--- src/rtl/imem_port_arbiter.sv ---
// imem_port_arbiter
// Shares the single-port instruction memory between the fetch stage (reads)
// and the loader/debug path (writes). At most one requester is granted per
// cycle. Fetch is protected from starvation by a bounded loader streak, and
// the loader can take exclusive ownership (lock) for program download.
// The memory read latency is one cycle; the arbiter only tracks which cycle
// carries a fetch response and passes the read data straight through.

module imem_port_arbiter #(
    parameter int ADDR_WIDTH   = 32,
    parameter int DATA_WIDTH   = 32,
    parameter int STARVE_LIMIT = 4
) (
    input  logic                  clk,
    input  logic                  rst,

    // fetch stage (read-only)
    input  logic                  fetch_req,
    input  logic [ADDR_WIDTH-1:0] fetch_addr,
    input  logic                  fetch_flush,
    output logic                  fetch_gnt,
    output logic                  fetch_stall,
    output logic                  fetch_rvalid,
    output logic [DATA_WIDTH-1:0] fetch_rdata,

    // loader / debug write path (write-only)
    input  logic                  load_req,
    input  logic [ADDR_WIDTH-1:0] load_addr,
    input  logic [DATA_WIDTH-1:0] load_data,
    output logic                  load_gnt,
    input  logic                  load_lock,
    output logic                  lock_ack,

    // instruction memory port
    output logic                  mem_write_en,
    output logic [ADDR_WIDTH-1:0] mem_address,
    output logic [DATA_WIDTH-1:0] mem_write_data,
    input  logic [DATA_WIDTH-1:0] mem_read_data
);

    // Counter wide enough to hold 0..STARVE_LIMIT inclusive.
    localparam int CNT_W = (STARVE_LIMIT < 1) ? 1 : $clog2(STARVE_LIMIT + 1);
    localparam logic [CNT_W-1:0] CNT_MAX = CNT_W'(STARVE_LIMIT);

    // OPEN   : normal shared arbitration
    // DRAIN  : lock requested while a fetch response is still in flight;
    //          fetch is blocked for one cycle so the response can land
    // LOCKED : loader owns the memory, fetch is held off entirely
    typedef enum logic [1:0] {
        ST_OPEN   = 2'd0,
        ST_DRAIN  = 2'd1,
        ST_LOCKED = 2'd2
    } state_t;

    state_t           state;
    state_t           next_state;
    logic [CNT_W-1:0] starve_cnt;
    logic [CNT_W-1:0] starve_next;
    logic             rd_pending;
    logic             fetch_forced;

    // Saturating increment of the loader-streak counter.
    function automatic logic [CNT_W-1:0] sat_inc(input logic [CNT_W-1:0] v);
        if (v >= CNT_MAX) begin
            return CNT_MAX;
        end
        return v + 1'b1;
    endfunction

    // State register.
    always_ff @(posedge clk or posedge rst) begin
        if (rst) begin
            state <= ST_OPEN;
        end else begin
            state <= next_state;
        end
    end

    // Next-state logic: a lock request only goes straight to LOCKED when no
    // read response is still due; otherwise one DRAIN cycle absorbs it.
    always_comb begin
        next_state = state;
        case (state)
            ST_OPEN: begin
                if (load_lock) begin
                    next_state = rd_pending ? ST_DRAIN : ST_LOCKED;
                end
            end
            ST_DRAIN: begin
                next_state = load_lock ? ST_LOCKED : ST_OPEN;
            end
            ST_LOCKED: begin
                next_state = load_lock ? ST_LOCKED : ST_OPEN;
            end
            default: begin
                next_state = ST_OPEN;
            end
        endcase
    end

    // Output logic: grants are combinational from requests and registered
    // state. Loader has priority in OPEN unless fetch has waited through a
    // full streak of STARVE_LIMIT loader grants.
    always_comb begin
        fetch_gnt    = 1'b0;
        load_gnt     = 1'b0;
        fetch_forced = fetch_req && (starve_cnt == CNT_MAX);
        case (state)
            ST_OPEN: begin
                if (load_req && !fetch_forced) begin
                    load_gnt = 1'b1;
                end else if (fetch_req) begin
                    fetch_gnt = 1'b1;
                end
            end
            ST_DRAIN, ST_LOCKED: begin
                load_gnt = load_req;
            end
            default: begin
                fetch_gnt = 1'b0;
                load_gnt  = 1'b0;
            end
        endcase
    end

    // Stall is simply a request that did not win this cycle.
    always_comb begin
        fetch_stall = fetch_req && !fetch_gnt;
    end

    // Lock acknowledge is registered so it rises in the first LOCKED cycle
    // and falls in the first cycle back in OPEN.
    always_ff @(posedge clk or posedge rst) begin
        if (rst) begin
            lock_ack <= 1'b0;
        end else begin
            lock_ack <= (next_state == ST_LOCKED);
        end
    end

    // Streak counter: counts loader grants while fetch keeps waiting. It is
    // forced to zero whenever we are, or are about to be, outside OPEN so a
    // return to OPEN always starts with a fresh streak.
    always_comb begin
        starve_next = starve_cnt;
        if ((state != ST_OPEN) || (next_state != ST_OPEN)) begin
            starve_next = '0;
        end else if (fetch_gnt || !fetch_req) begin
            starve_next = '0;
        end else if (load_gnt) begin
            starve_next = sat_inc(starve_cnt);
        end
    end

    // Streak counter register.
    always_ff @(posedge clk or posedge rst) begin
        if (rst) begin
            starve_cnt <= '0;
        end else begin
            starve_cnt <= starve_next;
        end
    end

    // A fetch grant this cycle means the memory returns its word next cycle.
    always_ff @(posedge clk or posedge rst) begin
        if (rst) begin
            rd_pending <= 1'b0;
        end else begin
            rd_pending <= fetch_gnt;
        end
    end

    // Response path: a flush only masks the response landing this cycle;
    // a grant issued alongside the flush returns normally next cycle.
    always_comb begin
        fetch_rvalid = rd_pending && !fetch_flush;
        fetch_rdata  = mem_read_data;
    end

    // Memory port mux; idle drives zeros so the bus is quiet between accesses.
    always_comb begin
        mem_write_en   = 1'b0;
        mem_address    = '0;
        mem_write_data = '0;
        if (load_gnt) begin
            mem_write_en   = 1'b1;
            mem_address    = load_addr;
            mem_write_data = load_data;
        end else if (fetch_gnt) begin
            mem_address    = fetch_addr;
        end
    end

endmodule

--- config.mk ---
export PLATFORM = sky130hd
export DESIGN_NAME = imem_port_arbiter
export DESIGN_NICKNAME = d
export VERILOG_FILES = /design/src/rtl/imem_port_arbiter.sv
export SDC_FILE = /design/constraint.sdc
export NUM_CORES = 1
export LEC_CHECK = 0
export ABC_AREA = 1
export CORE_AREA = 3 3 91 93
export DETAILED_ROUTE_END_ITERATION = 7
export DIE_AREA = 0 0 94 96
export PLACE_DENSITY = 0.8
export SYNTH_ARGS = -nofsm -noshare
export SYNTH_HDL_FRONTEND = slang
export SYNTH_SLANG_ARGS = --single-unit
--- constraint.sdc ---
create_clock -name clk -period 1.78 [get_ports clk]
set_clock_uncertainty 0.1 [all_clocks]
set_input_delay 0.178 -clock clk [delete_from_list [all_inputs] [get_ports clk]]
set_output_delay 0.178 -clock clk [all_outputs]
set_load 0.01 [all_outputs]
==> results.py <==
metrics = {
    "status": {
        "status": "finished with violations",
        "violations": "setup timing",
    },
    "power_and_ir_drop": {
        "switching_power_mw": 1.56,
        "clockPowerShare_pct": 6.3,
        "p_leak_nw": 1.90,
        "seq_power_share_pct": 6.3,
        "p_total_mw": 3.58,
        "p_per_area_nw_per_um2": 955,
        "sw_frac_of_total_pct": 43.7,
        "share_comb_of_total_power_pct": 87.4,
        "ir_drop_uv": 384,
        "internal_power_mw": 2.02,
    },
    "clock_tree": {
        "cts_root_buf": "clkbuf_8",
        "clk_latency_ps": 230,
        "cts_buffers": 3,
        "cts_tree": "done",
        "max-clock-path-buffers": 2,
        "hold_buffers": 0,
        "cts.sink_count": 7,
        "clk_pin_slew_ps": 40,
        "cts_max_level": 1,
    },
    "detailed_routing": {
        "routed_wl_um": 8240,
        "drt-vias-per-instance": 4.29,
        "wire_per_inst_um": 15.3,
        "vias": 2307,
        "met3_wirelength_um": 613,
        "met1_length_um": 2880,
        "drc": 0,
        "top_layer": "met4",
        "dr.pass1.iters": 4,
        "drt_iter0_markers": 47,
        "wl_met2_um": 4570,
        "ant_nets": 0,
    },
    "finish": {
        "final_cell_mix": "clkdlybuf4s50_1 (103), nand2_1 (65), inv_1 (39), buf_2 (39), buf_6 (29)",
        "layout_commonest_cell": "clkdlybuf4s50_1",
        "finalNetCount": 575,
        "diodes": 0,
        "final_cells": 538,
        "drive_above_1_share_pct": 40.4,
        "synthToLayoutAreaGrowth_pct": 158,
    },
    "worst_setup_path": {
        "cp-end-kind": "output port",
        "critPathKind": "register to output port",
        "required_ps": 1500,
        "cp-start-kind": "register",
        "crit_fanout": 8,
        "critical_path_arrival_ps": 1760,
    },
    "sta": {
        "rsz0062_at_grt": "yes",
        "fin_crit_ps": 2030,
        "fmax_ghz": 0.492,
        "slew_viol_final": 0,
        "hold_viol": 0,
        "fin_crit_sh_pct": 114,
        "worst_slew_margin_rel_pct": 81.8,
        "final-setup-viol-count": 66,
        "layout_setup_ws_ps": -254,
        "tightest_slew_ps": 274,
    },
    "synthesis": {
        "synth.distinct_cells": 14,
        "yosysWarnings": 0,
        "mappedNetlistArea_um2": 1450,
        "synth_nets": 409,
        "synth_seq_cells": 7,
        "synth-seq-area-share_pct": 12.0,
        "syn_avg_cell_area_um2": 5.36,
        "syn_inst": 271,
    },
    "placement": {
        "dp_hpwl_um": 5280,
        "io_buffers": 171,
        "place_congestion": 0.737,
        "dp_cells": 511,
    },
    "global_route": {
        "grt_pass1_wl_um": 9970,
        "overflow": 0,
        "grtUsageTotal_pct": 13.9,
        "grt_max_degree": 26,
        "antenna_found_initial": 0,
        "grt_pass1_vias": 2127,
    },
    "floorplan": {
        "rows": 32,
        "die_w_um": 94,
        "die_y_um": 96,
        "die-area_um2": 9020,
        "core_area_um2": 7610,
        "start_util_pct": 19.1,
        "num_io_pins": 236,
    },
    "worst_hold_path": {
        "hold_path_class": "primary input to asynchronous set/reset pin",
    },
    "run": {
        "drv_cap": 0,
    },
}
-- cells by family after synthesis --
family / Yosys count / synth area share [%]
simple gates: 165 / 46.6
buf+inv: 93 / 36.7
flops: 7 / 12.0
fa+ha+maj: 4 / 3.44
compound gates: 2 / 1.12
-- registers in the layout (all words and copies together) (netlist names) --
signal	cells
rd_pending	1
starve_cnt	3
state	2
lock_ack	1
-- path summary, 6_finish.rpt --
path	end	slack, ps	cells past startpoint	start
worst max-delay path	mem_address[29]	-250	11	state[1]
worst min-delay path	rd_pending	80	2	rst
worst max register to register	starve_cnt[0]	40	11	state[1]
worst min register to register	state[0]	540	2	rd_pending
max in group asynchronous	state[1]	1290	2	rst
min in group clk	fetch_rdata[0]	260	0	mem_read_data[0]
-- per-layer routing --
layer,track usage [%],vias to the layer above
met3,2.66,20
met5,0,-
met2,27.5,122
met1,14.3,1061
met4,5.17,0
li1,-,1104
-- metrics by stage --
step	hold WS [ps]	setup slack (ps)	TNS [ps]	area [um2]	utilization, %
3_3_place_gp	256	-397	-21710	3080	40.5
5_1_grt	116	-333	-16790	3750	49.3
6_report	78.8	-254	-11330	3750	49.3
2_1_floorplan	-119	223	0	1450	-
4_1_cts	86.5	-357	-13760	3140	41.3
3_5_place_dp	256	-427	-22660	3080	40.5
-- synthesized netlist by cell type (all sizes together) --
library cell  number  area (um2)
a21boi             1        7.51
a21oi              1        8.76
buf               46         358
dfrtp              7         175
ha                 4        50.1
inv               47         176
nand2             84         320
nand3             37         185
nand4              3        18.8
nor2              41         154
-- critical path, cell delays in order, from the launching register on --
cell       delay (ps)
dfrtp_1           390
inv_2              70
ha_4              270
inv_2              40
nand2_4            70
nand2_8            80
inv_8             100
buf_6             100
clkbuf_16         150
nand2_2            50
nand2_1            60
buf_2             130
-- what timing repair did --
item	4_1_cts	5_1_grt
gates cloned	5	6
gates resized for setup	292	115
setup buffers	2	11
hold endpoints to repair	0	0
pin swaps	3	19
endpoints found under the setup margin	69	71
-- power by group through the flow --
stage	sequential, mW	combinational [mW]	clock [mW]
2_1_floorplan	0.225	1.07	0
3_3_place_gp	0.218	2.12	0
3_5_place_dp	0.222	2.16	0
4_1_cts	0.220	2.33	0.230
5_1_grt	0.230	3.34	0.247
6_report	0.227	3.13	0.225
-- final cells by class --
class / instances / area [um2]
clock inverter: 1 / 5.00
fill: 735 / 3860
inverter: 47 / 186
sequential: 7 / 175
multi-input combinational: 171 / 1070
timing repair buffer: 207 / 2140
clock buffer: 3 / 41.3
tap: 102 / 128
Power figures use the tool's default switching activity.
